[src/rtl/cache_ctrl_dm.sv]
// Direct-mapped, write-through, no-write-allocate data cache for the MEM stage.
// Optional read hit/miss counters are built when CACHE_STATS_EN is defined.
module cache_ctrl_dm #(
  parameter int DATA_W     = 16,
  parameter int ADDR_W     = 18,
  parameter int LINES      = 64,
  parameter int LINE_WORDS = 4
) (
  input  logic                       clk,
  input  logic                       rst,
  input  logic                       cpu_rd_en,
  input  logic                       cpu_wr_en,
  input  logic [ADDR_W-1:0]          cpu_addr,
  input  logic [DATA_W-1:0]          cpu_wdata,
  output logic [DATA_W-1:0]          cpu_rdata,
  output logic                       stall,
  output logic                       mem_req,
  output logic                       mem_we,
  output logic [ADDR_W-1:0]          mem_addr,
  output logic [DATA_W-1:0]          mem_wdata,
  input  logic [DATA_W-1:0]          mem_rdata,
  input  logic                       mem_done,
  input  logic [$clog2(LINES)-1:0]   mon_sel,
  output logic [DATA_W-1:0]          mon_data,
  output logic [15:0]                hit_cnt,
  output logic [15:0]                miss_cnt
);

  localparam int IDX_W = $clog2(LINES);
  localparam int OFF_W = $clog2(LINE_WORDS);
  localparam int LOW_W = IDX_W + OFF_W;
  localparam int TAG_W = ADDR_W - LOW_W;
  localparam int WORDS = LINES * LINE_WORDS;
  localparam logic [ADDR_W-1:0] OFF_MASK = ADDR_W'(LINE_WORDS - 1);

  typedef enum logic [1:0] {IDLE, REFILL, WRITE} state_t;

  state_t state, next_state;

  logic [DATA_W-1:0] data_mem [WORDS];
  logic [TAG_W-1:0]  tag_mem  [LINES];
  logic [LINES-1:0]  valid;

  logic [TAG_W-1:0] cpu_tag, mem_tag;
  logic [IDX_W-1:0] cpu_idx, mem_idx;
  logic [LOW_W-1:0] cpu_word, mem_word, mon_word;
  logic             hit, refill_last;

  assign cpu_tag  = cpu_addr[ADDR_W-1:LOW_W];
  assign cpu_idx  = cpu_addr[LOW_W-1:OFF_W];
  assign cpu_word = cpu_addr[LOW_W-1:0];
  assign mem_tag  = mem_addr[ADDR_W-1:LOW_W];
  assign mem_idx  = mem_addr[LOW_W-1:OFF_W];
  assign mem_word = mem_addr[LOW_W-1:0];
  assign mon_word = LOW_W'(mon_sel) << OFF_W;

  assign hit         = valid[cpu_idx] && (tag_mem[cpu_idx] == cpu_tag);
  // The offset bits of mem_addr double as the refill word counter.
  assign refill_last = (mem_addr & OFF_MASK) == OFF_MASK;

  assign cpu_rdata = data_mem[cpu_word];
  assign mon_data  = valid[mon_sel] ? data_mem[mon_word] : '0;

  // NOTE: every output of a combinational block gets a default first, so no path leaves a latch.
  always_comb begin
    next_state = state;
    stall      = 1'b0;
    unique case (state)
      IDLE: begin
        if (cpu_wr_en) begin
          stall      = 1'b1;
          next_state = WRITE;
        end else if (cpu_rd_en && !hit) begin
          stall      = 1'b1;
          next_state = REFILL;
        end
      end
      REFILL: begin
        stall = 1'b1;
        if (mem_done && refill_last) next_state = IDLE;
      end
      WRITE: begin
        // The store retires in the completion cycle itself.
        stall = ~mem_done;
        if (mem_done) next_state = IDLE;
      end
      default: next_state = IDLE;
    endcase
  end

  // NOTE: sequential state uses non-blocking assignments so all flops update from pre-edge values.
  always_ff @(posedge clk) begin
    if (rst) begin
      state     <= IDLE;
      mem_req   <= 1'b0;
      mem_we    <= 1'b0;
      mem_addr  <= '0;
      mem_wdata <= '0;
      valid     <= '0;
    end else begin
      state <= next_state;
      unique case (state)
        IDLE: begin
          if (cpu_wr_en) begin
            mem_req   <= 1'b1;
            mem_we    <= 1'b1;
            mem_addr  <= cpu_addr;
            mem_wdata <= cpu_wdata;
          end else if (cpu_rd_en && !hit) begin
            mem_req        <= 1'b1;
            mem_we         <= 1'b0;
            mem_addr       <= cpu_addr & ~OFF_MASK;
            valid[cpu_idx] <= 1'b0;
          end
        end
        REFILL: begin
          if (mem_done) begin
            mem_addr <= (mem_addr & ~OFF_MASK) | ((mem_addr + ADDR_W'(1)) & OFF_MASK);
            if (refill_last) begin
              mem_req        <= 1'b0;
              valid[mem_idx] <= 1'b1;
            end
          end
        end
        WRITE: begin
          if (mem_done) begin
            mem_req <= 1'b0;
            mem_we  <= 1'b0;
          end
        end
        default: ;
      endcase
    end
  end

  // NOTE: data and tag arrays are not reset; cleared valid bits make their contents irrelevant.
  always_ff @(posedge clk) begin
    if (!rst) begin
      if (state == IDLE && cpu_wr_en && hit)
        data_mem[cpu_word] <= cpu_wdata;
      if (state == REFILL && mem_done) begin
        data_mem[mem_word] <= mem_rdata;
        if (refill_last) tag_mem[mem_idx] <= mem_tag;
      end
    end
  end

`ifdef CACHE_STATS_EN
  logic [15:0] hit_q, miss_q;
  logic        hit_evt, miss_evt;

  assign hit_evt  = (state == IDLE) && cpu_rd_en && !cpu_wr_en && hit;
  assign miss_evt = (state == IDLE) && cpu_rd_en && !cpu_wr_en && !hit;

  always_ff @(posedge clk) begin
    if (rst) begin
      hit_q  <= '0;
      miss_q <= '0;
    end else begin
      if (hit_evt && hit_q != 16'hFFFF)   hit_q  <= hit_q + 16'd1;
      if (miss_evt && miss_q != 16'hFFFF) miss_q <= miss_q + 16'd1;
    end
  end

  assign hit_cnt  = hit_q;
  assign miss_cnt = miss_q;
`else
  assign hit_cnt  = 16'h0000;
  assign miss_cnt = 16'h0000;
`endif

endmodule

[config.mk]
export PLATFORM = sky130hd
export DESIGN_NAME = cache_ctrl_dm
export DESIGN_NICKNAME = d
export VERILOG_FILES = /design/src/rtl/cache_ctrl_dm.sv
export SDC_FILE = /design/constraint.sdc
export NUM_CORES = 2
export LEC_CHECK = 0
export BUFFER_PORTS_ARGS = -buffer_cell sky130_fd_sc_hd__buf_2
export CELL_PAD_IN_SITES_DETAIL_PLACEMENT = 0
export CELL_PAD_IN_SITES_GLOBAL_PLACEMENT = 2
export CORE_ASPECT_RATIO = 0.5
export CORE_MARGIN = 10
export CORE_UTILIZATION = 55
export DETAILED_ROUTE_END_ITERATION = 6
export GPL_TIMING_DRIVEN = 1
export MAX_ROUTING_LAYER = met4
export PLACE_DENSITY_LB_ADDON = 0.08
export SETUP_SLACK_MARGIN = 0.15
export SLEW_MARGIN = 20
export SYNTH_ARGS = -nofsm -noshare
export SYNTH_HDL_FRONTEND = slang
export SYNTH_MEMORY_MAX_BITS = 65536
export SYNTH_SLANG_ARGS = --single-unit
[constraint.sdc]
create_clock -name clk -period 12.6 [get_ports clk]
set_input_delay 0.63 -clock clk [delete_from_list [all_inputs] [get_ports clk]]
set_output_delay 0.63 -clock clk [all_outputs]
set_load 0.05 [all_outputs]
==> run_summary.xml <==
<?xml version="1.0" encoding="UTF-8"?>
<metrics>
  <group name="clock_network">
    <metric name="cts_max_level" unit="">5</metric>
    <metric name="cts.repair.resized" unit="">0</metric>
    <metric name="cts_root_buf" unit="">sky130_fd_sc_hd__clkbuf_16</metric>
    <metric name="clockBufferDepth" unit="">4</metric>
    <metric name="clkSlewWorstSetupHoldPaths" unit="ns">0.07</metric>
    <metric name="tritoncts" unit="">yes</metric>
    <metric name="cts_made_buffers" unit="">414</metric>
    <metric name="clock_latency" unit="ns">1.00</metric>
    <metric name="clock_sink_count" unit="">4838</metric>
  </group>
  <group name="die">
    <metric name="fp.dieH" unit="um">441</metric>
    <metric name="floorplan.rows" unit="">154</metric>
    <metric name="floorplan.initialDensity" unit="%">55.3</metric>
    <metric name="coreArea" unit="um2">352000</metric>
    <metric name="io_pins" unit="">162</metric>
    <metric name="floorplan.die_area" unit="um2">380000</metric>
    <metric name="fp.dieW" unit="um">862</metric>
  </group>
  <group name="timing">
    <metric name="slew-limit-headroom" unit="%">12.9</metric>
    <metric name="layout_worst_path_cycle_share" unit="%">59.5</metric>
    <metric name="max_freq" unit="MHz">133</metric>
    <metric name="setup_violations" unit="">0</metric>
    <metric name="fin_setup_tns" unit="ns">0</metric>
    <metric name="fin_worst_hold_slack" unit="ns">0.0477</metric>
    <metric name="slew_viol_final" unit="">0</metric>
    <metric name="rsz0062_at_grt" unit="">no</metric>
    <metric name="hold_viol" unit="">0</metric>
    <metric name="clock-skew-final" unit="ns">0.0640</metric>
    <metric name="period_minus_ws_final" unit="ns">7.50</metric>
    <metric name="tightest_slew" unit="ns">1.31</metric>
  </group>
  <group name="global_route">
    <metric name="grtUsageTotal" unit="%">34.5</metric>
    <metric name="first_global_vias" unit="">102000</metric>
    <metric name="number_of_antenna_violations_at_the_first_check_in_global_routing" unit="">60</metric>
    <metric name="wire_length_of_the_first_global_routing_pass" unit="um">874000</metric>
    <metric name="grt_remaining_overflow" unit="">0</metric>
    <metric name="grt_max_degree" unit="">177</metric>
  </group>
  <group name="synthesis">
    <metric name="synth_cells" unit="">9282</metric>
    <metric name="synth_edf_count" unit="">4736</metric>
    <metric name="synth_seq_cells" unit="">4838</metric>
    <metric name="syn-cell-area" unit="um2">195000</metric>
    <metric name="synth_area_per_cell" unit="um2">21.0</metric>
    <metric name="synthDistinctLibCells" unit="">77</metric>
    <metric name="ys_async_sr_fraction" unit="%">0</metric>
    <metric name="yosys_warnings" unit="">0</metric>
    <metric name="seq_area_frac_synth" unit="%">74.1</metric>
    <metric name="yosys_most_used_dff" unit="">sky130_fd_sc_hd__edfxtp_1</metric>
  </group>
  <group name="setup_path">
    <metric name="reg2regPathDepth" unit="">13</metric>
    <metric name="critical_path.startpoint" unit="">cpu_addr[3]</metric>
    <metric name="r2r_slack" unit="ns">5.87</metric>
    <metric name="cp.arrival" unit="ns">8.17</metric>
    <metric name="worst_setup_path_start_kind" unit="">primary input</metric>
    <metric name="reg2reg_to" unit="">data_mem[176][12]$_DFFE_PP_</metric>
    <metric name="crit_end" unit="">data_mem[176][12]$_DFFE_PP_</metric>
    <metric name="timing_worst_setup_path_type" unit="">in -&gt; reg</metric>
    <metric name="endpoint_class_of_the_critical_path" unit="">flop</metric>
    <metric name="cp.required" unit="ns">13.27</metric>
    <metric name="r2r-start" unit="">tag_mem[24][6]$_DFFE_PP_</metric>
    <metric name="path_max_fanout" unit="">40</metric>
  </group>
  <group name="cells_and_area">
    <metric name="final_common_cell" unit="">sky130_fd_sc_hd__edfxtp_1</metric>
    <metric name="finalNetCount" unit="">9769</metric>
    <metric name="syn_to_layout_area_delta" unit="%">12.5</metric>
    <metric name="fillCellCount" unit="">24200</metric>
    <metric name="post_route_cells_drive_above_1_share" unit="%">31.0</metric>
    <metric name="most-common-layout-cells" unit="">sky130_fd_sc_hd__edfxtp_1 (4736), sky130_fd_sc_hd__mux4_2 (1450), sky130_fd_sc_hd__buf_4 (512)</metric>
  </group>
  <group name="detailed_routing">
    <metric name="drt_pass1_iterations" unit="">6</metric>
    <metric name="antenna_violation_net_count_after_detailed_routing" unit="">0</metric>
    <metric name="via_count" unit="">107000</metric>
    <metric name="drt_wl_total" unit="um">640000</metric>
    <metric name="route.detailed.wl_per_inst" unit="um">43.3</metric>
    <metric name="detail_route.drc_violations" unit="">0</metric>
    <metric name="routed_via_density" unit="">7.25</metric>
    <metric name="detail_route.iter0.violations" unit="">17600</metric>
  </group>
  <group name="pwr">
    <metric name="p_leak" unit="nW">67.5</metric>
    <metric name="power_per_cell_area" unit="nW/um2">153</metric>
    <metric name="ir_worst_vdd" unit="V">0.000133</metric>
  </group>
  <group name="status">
    <metric name="run_status" unit="">complete, no violations</metric>
  </group>
  <group name="worst_hold_path">
    <metric name="hold_path_class" unit="">in -&gt; reg</metric>
  </group>
  <group name="placed_design">
    <metric name="place.gp.congestion" unit="">0.933</metric>
    <metric name="port_buffers" unit="">129</metric>
    <metric name="detailed_place_hpwl" unit="um">414000</metric>
  </group>
  <group name="job">
    <metric name="maxCapViolCount" unit="">0</metric>
  </group>
</metrics>
## report_power, final
group          internal [mW]  leakage [nW]  total [mW]  switching, mW
Sequential              17.8          43.5        17.8         0.0174
Combinational          0.669          17.4        2.45           1.78
Clock                   7.27          6.57        13.2           5.90
Total                   25.7          67.5        33.4           7.70
## cells by family (layout without fill, tap and decap cells)
family	Yosys count	count (layout)	synth area share [%]
and+or+nand+nor	1097	1097	2.92
buffers and inverters	736	1456	1.61
xor gates and xnor gates	6	6	0.0270
adders and majority gates	5	5	0.0321
DFF	4838	4838	74.1
muxes	1602	1602	17.6
AOI/OAI and AO/OA	997	997	3.78
other	1	88	0.00193
## worst min-delay path by stage
stage,from,endpoint,slack (ns),depth (start not counted)
2_1_floorplan,valid[53]$_SDFFE_PP0P_,valid[53]$_SDFFE_PP0P_,0.45,2
3_3_place_gp,mem_wdata[3]$_SDFFE_PP0P_,mem_wdata[3]$_SDFFE_PP0P_,0.44,2
3_5_place_dp,mem_wdata[14]$_SDFFE_PP0P_,mem_wdata[14]$_SDFFE_PP0P_,0.45,2
4_1_cts,cpu_addr[12],mem_addr[12]$_SDFFE_PP0P_,0.002,3
5_1_grt,cpu_addr[12],mem_addr[12]$_SDFFE_PP0P_,0.04,3
6_report,cpu_addr[12],mem_addr[12]$_SDFFE_PP0P_,0.05,3
## cell usage after synthesis (8+ instances only)
cell type,instances,share of area (%)
sky130_fd_sc_hd__a211oi_1,21,0.081
sky130_fd_sc_hd__a21oi_1,113,0.29
sky130_fd_sc_hd__a221o_1,12,0.062
sky130_fd_sc_hd__a221oi_1,97,0.44
sky130_fd_sc_hd__a222oi_1,8,0.041
sky130_fd_sc_hd__a22o_1,68,0.31
sky130_fd_sc_hd__a22oi_1,387,1.5
sky130_fd_sc_hd__a31oi_1,53,0.17
sky130_fd_sc_hd__buf_1,150,0.29
sky130_fd_sc_hd__buf_2,68,0.17
sky130_fd_sc_hd__buf_4,47,0.18
sky130_fd_sc_hd__buf_6,16,0.093
sky130_fd_sc_hd__clkbuf_1,440,0.85
sky130_fd_sc_hd__dfxtp_1,102,1.0
sky130_fd_sc_hd__edfxtp_1,4736,73
sky130_fd_sc_hd__inv_1,13,0.025
sky130_fd_sc_hd__mux2_2,22,0.13
sky130_fd_sc_hd__mux2i_1,130,0.67
sky130_fd_sc_hd__mux4_2,1450,17
sky130_fd_sc_hd__nand2_1,377,0.73
sky130_fd_sc_hd__nand2b_1,14,0.045
sky130_fd_sc_hd__nand3_1,56,0.14
sky130_fd_sc_hd__nand3b_1,40,0.15
sky130_fd_sc_hd__nand4_1,67,0.22
sky130_fd_sc_hd__nor2_1,133,0.26
sky130_fd_sc_hd__nor2b_1,32,0.10
sky130_fd_sc_hd__nor3_1,18,0.046
sky130_fd_sc_hd__nor4_1,276,0.89
sky130_fd_sc_hd__o21ai_0,64,0.16
sky130_fd_sc_hd__o221ai_1,14,0.063
sky130_fd_sc_hd__o22a_1,10,0.045
sky130_fd_sc_hd__o22ai_1,25,0.080
sky130_fd_sc_hd__o311ai_0,41,0.18
sky130_fd_sc_hd__o31ai_1,23,0.089
sky130_fd_sc_hd__o32ai_1,9,0.040
sky130_fd_sc_hd__o41ai_1,9,0.040
sky130_fd_sc_hd__or3b_2,14,0.063
sky130_fd_sc_hd__or4_1,18,0.069
## worst max-delay path: stages
cell	delay [ns]
sky130_fd_sc_hd__buf_4	0.35
sky130_fd_sc_hd__buf_4	0.53
sky130_fd_sc_hd__clkinv_1	0.76
sky130_fd_sc_hd__buf_4	0.47
sky130_fd_sc_hd__a221oi_1	0.24
sky130_fd_sc_hd__nor2_1	0.07
sky130_fd_sc_hd__a2111oi_0	0.61
sky130_fd_sc_hd__buf_4	0.23
sky130_fd_sc_hd__a31oi_1	0.08
sky130_fd_sc_hd__and3b_1	0.27
sky130_fd_sc_hd__nand4_1	0.58
sky130_fd_sc_hd__nor2_1	0.56
sky130_fd_sc_hd__a31oi_4	0.41
sky130_fd_sc_hd__buf_4	0.48
sky130_fd_sc_hd__buf_4	0.48
sky130_fd_sc_hd__nor4_2	0.92
sky130_fd_sc_hd__buf_4	0.32
## registers in the layout, indices dropped and copies added (netlist names)
register   flops
tag_mem      640
valid         64
data_mem    4096
state          2
mem_we         1
mem_wdata     16
mem_addr      18
mem_req        1
## layer usage
| metal | global-route usage, % | vias up | part of all wire, % |
|---|---|---|---|
| met3 | 10.5 | 1032 | 14 |
| met5 | - | - | 0 |
| li1 | - | 40800 | - |
| met2 | 49.1 | 7655 | 45 |
| met1 | 48.5 | 57500 | 38 |
| met4 | 10.7 | 0 | 3.7 |
## through the flow
stage,util [%],cells,setup slack (ns),instance area [um2],total power [mW]
after floorplan,-,9313,6.78,195000,19.5
after global placement,58.2,13900,4.48,205000,20.5
after detailed placement,58.2,13900,4.37,205000,20.6
after CTS,62.1,14700,5.39,219000,33.5
after global routing,62.1,14800,5.00,219000,34.2
final,62.1,14800,5.10,219000,33.4
## what timing repair did
action                    4_1_cts  5_1_grt
hold endpoints to repair       22        0
buffers inserted                0        0
hold buffers                   26        0
## layout make-up
cell class	count	area, um2	area share [%]
repair buffers	695	5400	2.47
clock inverters	227	2370	1.08
clock buffers	519	11100	5.08
flip-flops and latches	4838	144000	65.9
diodes	56	140	0.0640
well taps	4680	5860	2.67
multi-input cells	3739	49800	22.7
inverters	15	63.8	0.0291
Note: power is estimated with default switching activity, not from simulation.
